`config.mk`:
```
export PLATFORM = sky130hd
export DESIGN_NAME = embedding_vector_loader
export DESIGN_NICKNAME = d
export VERILOG_FILES = /design/src/rtl/embedding_pkg.sv /design/src/rtl/evl_frame_bank.sv /design/src/rtl/embedding_vector_loader.sv
export SDC_FILE = /design/constraint.sdc
export NUM_CORES = 1
export LEC_CHECK = 0
export CORE_ASPECT_RATIO = 1.75
export CORE_MARGIN = 4
export CORE_UTILIZATION = 25
export DETAILED_ROUTE_END_ITERATION = 8
export GPL_ROUTABILITY_DRIVEN = 0
export PLACE_DENSITY = 0.4
export SLEW_MARGIN = 20
export SYNTH_ARGS = -nofsm -noshare
export SYNTH_HDL_FRONTEND = slang
export SYNTH_HIERARCHICAL = 1
export SYNTH_SLANG_ARGS = --single-unit
```
`constraint.sdc`:
```
create_clock -name clk -period 5.35 [get_ports clk]
set_input_delay 0.8025 -clock clk [delete_from_list [all_inputs] [get_ports clk]]
set_output_delay 0.8025 -clock clk [all_outputs]
set_load 0.1 [all_outputs]
```
`src/rtl/embedding_pkg.sv`:
```
// ----------------------------------------------------------------------------
// embedding_pkg
//   Shared definitions for the embedding loader and the dot-product stage.
//   Holds the frame geometry, the per-beat element record and the packed
//   frame layout that the loader presents to its consumer.
//   Also classifies an input beat by how it affects the frame being filled.
// ----------------------------------------------------------------------------
package embedding_pkg;

  localparam int N_ELEM  = 10;                      // elements per frame
  localparam int MAG_W   = 4;                       // magnitude bits per element
  localparam int IDX_W   = $clog2(N_ELEM);          // slot index width
  localparam int VEC_W   = N_ELEM * MAG_W;          // packed magnitude vector width
  localparam int ELEM_W  = 2 * MAG_W + 2;           // one element record
  localparam int FRAME_W = 2 * VEC_W + 2 * N_ELEM;  // one complete frame

  typedef logic [MAG_W-1:0] mag_t;

  typedef struct packed {
    mag_t mag_a;
    mag_t mag_b;
    logic sign_a;
    logic sign_b;
  } elem_t;

  // Element i magnitude lives at [MAG_W*i +: MAG_W]; element i sign at bit i.
  typedef struct packed {
    logic [VEC_W-1:0]  vec_a;
    logic [VEC_W-1:0]  vec_b;
    logic [N_ELEM-1:0] vec_c;
    logic [N_ELEM-1:0] vec_d;
  } frame_t;

  // How an accepted beat relates to the frame under construction.
  typedef enum logic [1:0] {
    BEAT_NONE  = 2'd0,  // no beat, or a mid-frame beat
    BEAT_FULL  = 2'd1,  // beat fills the last slot
    BEAT_SHORT = 2'd2   // in_last arrives before the last slot
  } beat_kind_t;

  function automatic beat_kind_t classify_beat(input logic             accept,
                                               input logic [IDX_W-1:0] idx,
                                               input logic             last);
    beat_kind_t kind;
    kind = BEAT_NONE;
    if (accept) begin
      if (idx == IDX_W'(N_ELEM - 1)) begin
        kind = BEAT_FULL;
      end else if (last) begin
        kind = BEAT_SHORT;
      end
    end
    return kind;
  endfunction

endpackage

```
`src/rtl/evl_frame_bank.sv`:
```
// ----------------------------------------------------------------------------
// evl_frame_bank
//   Storage for one frame of embedding elements. Each slot is written
//   individually; when pad_en_i accompanies a write, every slot above the
//   written one is cleared in the same cycle (zero padding of short frames).
//   The whole frame is read in parallel.
// Ports
//   clk        in  clock, rising edge
//   rst        in  asynchronous active-high reset, clears all slots
//   wr_en_i    in  write the element into slot wr_idx_i
//   wr_idx_i   in  target slot
//   wr_elem_i  in  element record (elem_t layout)
//   pad_en_i   in  with wr_en_i: clear slots wr_idx_i+1 .. N_ELEM-1
//   frame_o    out stored frame (frame_t layout)
// ----------------------------------------------------------------------------
module evl_frame_bank
  import embedding_pkg::*;
(
  input  logic               clk,
  input  logic               rst,
  input  logic               wr_en_i,
  input  logic [IDX_W-1:0]   wr_idx_i,
  input  logic [ELEM_W-1:0]  wr_elem_i,
  input  logic               pad_en_i,
  output logic [FRAME_W-1:0] frame_o
);

  elem_t wr_elem;
  assign wr_elem = elem_t'(wr_elem_i);

  logic [VEC_W-1:0]  vec_a;
  logic [VEC_W-1:0]  vec_b;
  logic [N_ELEM-1:0] vec_c;
  logic [N_ELEM-1:0] vec_d;

  genvar gi;
  generate
    for (gi = 0; gi < N_ELEM; gi++) begin : g_slot
      elem_t slot_q;
      elem_t slot_d;

      always_comb begin
        slot_d = slot_q;
        if (wr_en_i) begin
          if (wr_idx_i == IDX_W'(gi)) begin
            slot_d = wr_elem;
          end else if (pad_en_i && (wr_idx_i < IDX_W'(gi))) begin
            slot_d = '0;
          end
        end
      end

      always_ff @(posedge clk or posedge rst) begin
        if (rst) begin
          slot_q <= '0;
        end else begin
          slot_q <= slot_d;
        end
      end

      assign vec_a[MAG_W*gi +: MAG_W] = slot_q.mag_a;
      assign vec_b[MAG_W*gi +: MAG_W] = slot_q.mag_b;
      assign vec_c[gi]                = slot_q.sign_a;
      assign vec_d[gi]                = slot_q.sign_b;
    end
  endgenerate

  assign frame_o = {vec_a, vec_b, vec_c, vec_d};

endmodule

```
`src/rtl/embedding_vector_loader.sv`:
```
// ----------------------------------------------------------------------------
// embedding_vector_loader
//   Packs N_ELEM input beats (magnitude + sign for parties A and B) into one
//   frame and presents complete frames to the dot-product stage over a
//   valid/ready handshake. Two banks ping-pong: one fills while the other is
//   held for the consumer.
// Build option
//   EVL_ZERO_PAD_EN  defined  : a short frame (in_last early) is closed, the
//                               remaining slots zero-filled, no error.
//                    undefined: a short frame is discarded and err_framing
//                               pulses.
// Ports
//   clk, rst                 clock; asynchronous active-high reset
//   in_valid / in_ready      input beat handshake
//   in_mag_a, in_mag_b       party magnitudes (unsigned)
//   in_sign_a, in_sign_b     party sign bits
//   in_last                  final beat of a frame
//   out_valid / out_ready    frame handshake
//   vector_a, vector_b       packed magnitudes of the presented frame
//   vector_c, vector_d       sign bits of the presented frame
//   err_framing              one-cycle pulse on a framing violation
// ----------------------------------------------------------------------------
module embedding_vector_loader
  import embedding_pkg::*;
(
  input  logic                     clk,
  input  logic                     rst,
  input  logic                     in_valid,
  output logic                     in_ready,
  input  logic [MAG_W-1:0]         in_mag_a,
  input  logic [MAG_W-1:0]         in_mag_b,
  input  logic                     in_sign_a,
  input  logic                     in_sign_b,
  input  logic                     in_last,
  output logic                     out_valid,
  input  logic                     out_ready,
  output logic [N_ELEM*MAG_W-1:0]  vector_a,
  output logic [N_ELEM*MAG_W-1:0]  vector_b,
  output logic [N_ELEM-1:0]        vector_c,
  output logic [N_ELEM-1:0]        vector_d,
  output logic                     err_framing
);

  logic [IDX_W-1:0] idx_q, idx_d;
  logic             wr_ptr_q, wr_ptr_d;
  logic             rd_ptr_q, rd_ptr_d;
  logic [1:0]       full_cnt_q, full_cnt_d;
  logic             err_q, err_d;

  logic       accept;
  logic       pop;
  logic       publish;
  logic       pad_en;
  beat_kind_t beat_kind;
  elem_t      beat;

  assign in_ready  = (full_cnt_q != 2'd2);
  assign out_valid = (full_cnt_q != 2'd0);
  assign accept    = in_valid && in_ready;
  assign pop       = out_valid && out_ready;
  assign beat_kind = classify_beat(accept, idx_q, in_last);

  assign beat = '{mag_a: in_mag_a, mag_b: in_mag_b, sign_a: in_sign_a, sign_b: in_sign_b};

  // Frame closing policy. A full frame is always published; a missing in_last
  // on the closing beat is reported but does not drop the data.
`ifdef EVL_ZERO_PAD_EN
  assign publish = (beat_kind == BEAT_FULL) || (beat_kind == BEAT_SHORT);
  assign pad_en  = (beat_kind == BEAT_SHORT);
  assign err_d   = (beat_kind == BEAT_FULL) && !in_last;
`else
  assign publish = (beat_kind == BEAT_FULL);
  assign pad_en  = 1'b0;
  assign err_d   = ((beat_kind == BEAT_FULL) && !in_last) || (beat_kind == BEAT_SHORT);
`endif

  always_comb begin
    idx_d      = idx_q;
    wr_ptr_d   = wr_ptr_q;
    rd_ptr_d   = rd_ptr_q;
    full_cnt_d = full_cnt_q;

    if (accept) begin
      // Any frame end (published or discarded) restarts filling at slot 0.
      if (beat_kind != BEAT_NONE) begin
        idx_d = '0;
      end else begin
        idx_d = idx_q + IDX_W'(1);
      end
    end

    if (publish) begin
      wr_ptr_d = ~wr_ptr_q;
    end
    if (pop) begin
      rd_ptr_d = ~rd_ptr_q;
    end

    // Simultaneous publish and pop leaves the occupancy unchanged.
    case ({publish, pop})
      2'b10:   full_cnt_d = full_cnt_q + 2'd1;
      2'b01:   full_cnt_d = full_cnt_q - 2'd1;
      default: full_cnt_d = full_cnt_q;
    endcase
  end

  always_ff @(posedge clk or posedge rst) begin
    if (rst) begin
      idx_q      <= '0;
      wr_ptr_q   <= 1'b0;
      rd_ptr_q   <= 1'b0;
      full_cnt_q <= 2'd0;
      err_q      <= 1'b0;
    end else begin
      idx_q      <= idx_d;
      wr_ptr_q   <= wr_ptr_d;
      rd_ptr_q   <= rd_ptr_d;
      full_cnt_q <= full_cnt_d;
      err_q      <= err_d;
    end
  end

  assign err_framing = err_q;

  // Ping-pong banks. in_ready guarantees the write bank is never the bank
  // being held for the consumer while it is full.
  logic [FRAME_W-1:0] bank_frame [2];

  genvar gi;
  generate
    for (gi = 0; gi < 2; gi++) begin : g_bank
      evl_frame_bank u_bank (
        .clk       (clk),
        .rst       (rst),
        .wr_en_i   (accept && (wr_ptr_q == 1'(gi))),
        .wr_idx_i  (idx_q),
        .wr_elem_i (beat),
        .pad_en_i  (pad_en),
        .frame_o   (bank_frame[gi])
      );
    end
  endgenerate

  frame_t rd_frame;
  assign rd_frame = bank_frame[rd_ptr_q];

  assign vector_a = rd_frame.vec_a;
  assign vector_b = rd_frame.vec_b;
  assign vector_c = rd_frame.vec_c;
  assign vector_d = rd_frame.vec_d;

endmodule

```
Word-level counts from Yosys, hierarchy flattened
Cells that the tools add are included.
{"block": "totals", "out_inout_bits": 103, "register_bits": 209, "inputBits": 15}
{"block": "op_classes", "eq_ne": 14, "n_reduce_logical": 31, "n_bitwise": 3, "muxes": 8, "n_addsub": 3, "n_lt_le_gt_ge": 1}
{"operator": "2-to-1 mux 100 bit", "count": 3}
{"operator": "AND reduction 2 bit", "count": 20}
{"operator": "== test 4 x 3 -> 1 bit, second input constant", "count": 4}
{"operator": "== test 4 x 2 -> 1 bit, second input constant", "count": 2}
{"operator": "== test 4 bit, second input constant", "count": 2}
{"operator": "2-to-1 mux 2 bit", "count": 3}
{"operator": "nonzero test 2 bit", "count": 3}
{"operator": "logical AND 1 bit", "count": 5}
{"operator": "adder 4 x 1 -> 4 bit, second input constant", "count": 1}
{"operator": "== test 2 x 1 -> 1 bit, second input constant", "count": 2}
{"operator": "== test 2 bit, second input constant", "count": 2}
{"operator": "== test 4 x 1 -> 1 bit, second input constant", "count": 1}
{"operator": "logical NOT 4 bit", "count": 1}
{"operator": "2-to-1 mux 4 bit", "count": 1}
{"operator": "one-hot mux 2 bit (2 select lines)", "count": 1}
{"operator": "adder 2 x 1 -> 2 bit, second input constant", "count": 1}
{"operator": ">= comparator 2 bit, second input constant", "count": 1}
{"operator": "!= test 2 bit, second input constant", "count": 1}
{"operator": "inverter 1 bit", "count": 2}
{"operator": "inverter 1 -> 2 bit", "count": 1}
{"operator": "subtractor 2 x 1 -> 2 bit, second input constant", "count": 1}
{"operator": "logical NOT 1 bit", "count": 1}
{"operator": "logical OR 1 bit", "count": 1}

Longest topological paths before layout
{"block": "logic_depth", "depth_word": 6, "ltp_mapped": 9, "ltp_nobuf": 8}

Cells and area by module
The synthesis kept the hierarchy.
{"mod": "evl_frame_bank", "seq_area_each_um2": 2502.4, "cells_per_inst": 263, "area_each_um2": 3841.2, "instances": 2}
{"mod": "embedding_vector_loader", "seq_area_each_um2": 225.2, "cells_per_inst": 163, "area_each_um2": 1719.1, "instances": 1}

Least setup slack after synthesis
OpenSTA, ideal clock, no wires.
{"block": "synth_path", "path_kind": "flip-flop to flip-flop", "startpoint": "register full_cnt_q[1]", "endpoint": "register g_bank[0].u_bank.g_slot[0].slot_q, in the netlist g_bank[0].u_bank/frame_o[0]", "n_path_buf": 2, "setup_time_ps": 125, "synth_period_minus_slack_ps": 2695, "path_slack_ps": 2655, "arrival_time_ps": 2570, "required_ps": 5225, "stages_incl_launch_ff": 10, "path_cell_list": "dfrtp_1 > nor2b_2 > inv_1 > nand2_1 > nor2_1 > buf_4 > nand2b_4 > or4_4 > buf_6 > mux2_4"}
{"block": "synth_via", "elab_chain_cells": 4}
{"element": "from (decl)", "line_no": "embedding_vector_loader.sv:47", "rtl": "logic [1:0] full_cnt_q, full_cnt_d;"}
{"element": "from (signal assigned)", "line_no": "embedding_vector_loader.sv:118", "rtl": "full_cnt_q <= full_cnt_d;"}
{"element": "!= test 2 bit", "line_no": "embedding_vector_loader.sv:57", "rtl": "assign in_ready = (full_cnt_q != 2'd2);"}
{"element": "named net in_ready", "line_no": "embedding_vector_loader.sv:29", "rtl": "output logic in_ready,"}
{"element": "logical AND 1 bit", "line_no": "embedding_vector_loader.sv:59", "rtl": "assign accept = in_valid && in_ready;"}
{"element": "logical AND 1 bit", "line_no": "embedding_vector_loader.sv:135", "rtl": ".wr_en_i (accept && (wr_ptr_q == 1'(gi))),"}
{"element": "AND reduction 2 bit (no source line)"}
{"element": "to (signal assigned)", "line_no": "evl_frame_bank.sv:57", "rtl": "slot_q <= slot_d;"}
{"element": "to (decl)", "line_no": "evl_frame_bank.sv:39", "rtl": "elem_t slot_q;"}
The timed path passes the listed nets, and every way through them passes these cells.
A chain may end at the register's enable or synchronous reset.

Worst setup path after layout
{"block": "layout_path", "startpoint": "register rd_ptr_q", "endpoint": "output vector_b[30]"}
{"block": "layout_via", "elab_chain_cells": 4}
{"element": "from (decl)", "line_no": "embedding_vector_loader.sv:46", "rtl": "logic rd_ptr_q, rd_ptr_d;"}
{"element": "from (signal assigned)", "line_no": "embedding_vector_loader.sv:117", "rtl": "rd_ptr_q <= rd_ptr_d;"}
{"element": "inverter 1 -> 2 bit (not written as such)", "line_no": "embedding_vector_loader.sv:145", "rtl": "assign rd_frame = bank_frame[rd_ptr_q];"}
{"element": "2-to-1 mux 100 bit (not written as such) (3 in series)", "line_no": "embedding_vector_loader.sv:145"}
{"element": "to (decl)", "line_no": "embedding_vector_loader.sv:38", "rtl": "output logic [N_ELEM*MAG_W-1:0] vector_b,"}
Every way passes these cells. The select of a mux whose other input is x is not followed.

==> out/results.ini <==
[global_route]
antenna_found_initial=0
track_usage_pct=14.7
grt_max_degree=76
grt_pass1_vias=7014
overflow=0
grt_pass1_wl_mm=46.4

[worst_setup_path]
cp.required_ns=4.55
max_stage_delay_ns=1.14
critPathMaxFanout=59
cp_cell_sequence=buf_12 -> mux2_2 -> clkdlybuf4s50_1
worstPathBufferInverterCount=2
ff2ff_path_depth=7
crit_path_top_delay_cell=clkdlybuf4s50_1
start_kind=flop
r2r-start=full_cnt_q[1]
reg2reg_to=g_bank[0].u_bank/frame_o[44]
worstPathArrival_ns=3.28
crit_family=buffers and inverters
r2r_slack_ns=2.56
worst_setup_path_end_kind=primary output
critPathKind=reg2out

[clock_network]
htreeDepth=1
cts_root_buf=clkbuf_16
numCtsBuffers=22
ctsLongestPathBuffers=3
cts_tree=done
clkTransAtPathRegs_ns=0.07
cts_setup_buffers=0
cts_resized=0
clock-sinks=209
clk_latency_ns=0.51
hold_buffers=0

[synthesis]
avgSynthCellArea_um2=13.6
synth_flop_cell=dfrtp_1
ys_warn_count=6
synth_area_mm2=0.00940
synth_edf_count=0
ys_seq_area_share_pct=55.6
ys_ff_latch=209
ys_types=53
async_flop_share_pct=100
syn_inst=689

[sta]
rsz0062_at_grt=false
period_share_pct=76.4
fmax_ghz=0.245
setup_viol=0
fin_crit_ns=4.09
fin_worst_skew_ns=0.00941
relSlewSlack_pct=24.8
finalMaxSlewViolations=0
tightest_slew_ns=1.12
setup_tns_ns=0
hold_violations=0

[routing]
drc=0
detail_route.wl_per_cell_um=23.9
dr.pass1.iters=4
vias=6363
final_antenna_net_count=0
wl_mm=30.5
drt_iter0_drc=298
drt-vias-per-instance=4.97

[layout]
area_growth_pct=25.3
final_common_cell=dfrtp_1
postLayoutCoreUtil_pct=31.8
nets=807
mostFrequentLayoutCells=206 x dfrtp_1, 180 x a22o_1, 115 x clkdlybuf4s50_1
drive_above_1_share_pct=25.5
diodes=0

[floorplan]
die_w_um=155
start_util_pct=25.4
die_area_mm2=0.0409
coreArea_mm2=0.0370
io_pins=118
die-height_um=265
num_rows=93

[job]
max_cap_viol_count=0

[power_and_ir_drop]
finalPower_uw=8460
leakagePower_uw=0.00538
pwr_density_cell_mw_per_mm2=718
ir_drop_v=0.000386

[min_path]
worstHoldStart=g_bank[1].u_bank/frame_o[35]
min_path_type=reg2reg
holdPathStages=1
holdPathEnd=g_bank[1].u_bank/frame_o[35]

[placed_design]
hpwl_mm=19.6
place.port_buffers=117

[outcome]
status=finished, final reports clean

[kinds of logic after synthesis]
kind of cell,share of synthesized area (%)
buffers and inverters,3.13
AOI/OAI and AO/OA,19.0
adders and majority gates,0.399
and+or+nand+nor,6.02
DFF,55.6
muxes,15.2
other,0.0399
xor gates and xnor gates,0.639
[worst max path at each step]
| stage | depth (start not counted) | slack, ns | end | from |
|---|---|---|---|---|
| final | 3 | 1.26 | vector_b[30] | rd_ptr_q |
| after detailed placement | 3 | 1.81 | vector_b[30] | rd_ptr_q |
| after CTS | 3 | 1.25 | vector_b[30] | rd_ptr_q |
| after global placement | 3 | 1.84 | vector_b[30] | rd_ptr_q |
| after global routing | 3 | 1.20 | vector_a[31] | rd_ptr_q |
| after floorplan | 1 | 1.93 | g_bank[0].u_bank/frame_o[0] | rst |
[power breakdown]
group / internal (µW) / switching, µW / leakage, µW / total [µW]
clock network: 972 / 660 / 0.000377 / 1630
registers: 2060 / 446 / 0.00282 / 2510
logic: 1330 / 2990 / 0.00218 / 4320
total: 4360 / 4090 / 0.00538 / 8460
[stage by stage]
step                hold slack [ns]  setup WS, ns  area, µm²  cells
floorplan                     0.447          1.93       9410    690
global placement              0.466          1.84      11000   1240
detailed placement            0.477          1.81      11000   1240
CTS                           0.499          1.25      11800   1279
global route                  0.506          1.20      11800   1279
finish                        0.496          1.26      11800   1279
[routing by layer]
layer / wire, µm / vias up / global-route usage, %
met4: 819 / 0 / 5.02
met3: 1110 / 36 / 1.93
met5: 0 / - / 0
li1: - / 2820 / -
met1: 12300 / 3336 / 17.6
met2: 16300 / 171 / 26.9
[synthesized netlist by cell type (all sizes together), types with 8 or more instances]
| master | number | area, µm² |
|---|---|---|
| a22o | 181 | 1590 |
| mux2 | 120 | 1430 |
| inv | 9 | 33.8 |
| clkbuf | 8 | 32.5 |
| nor3 | 8 | 80.1 |
| nor2b | 11 | 71.3 |
| o21ai | 15 | 82.6 |
| nor2 | 11 | 56.3 |
| dfrtp | 209 | 5230 |
| buf | 45 | 228 |
[registers in the layout, summed over array words and instances, names as in the netlist]
name	cells
err_framing	1
full_cnt_q	2
g_bank.u_bank/frame_o	200
idx_q	4
rd_ptr_q	1
wr_ptr_q	1
[cell type report]
class	instances	area [µm²]
Clock buffer	27	621
Clock inverter	12	148
Fill cell	3695	25200
Inverter	9	43.8
Multi-Input combinational cell	419	3880
Sequential cell	209	5240
Tap cell	475	594
Timing Repair Buffer	128	1260
Note: power is estimated with default switching activity, not from simulation.
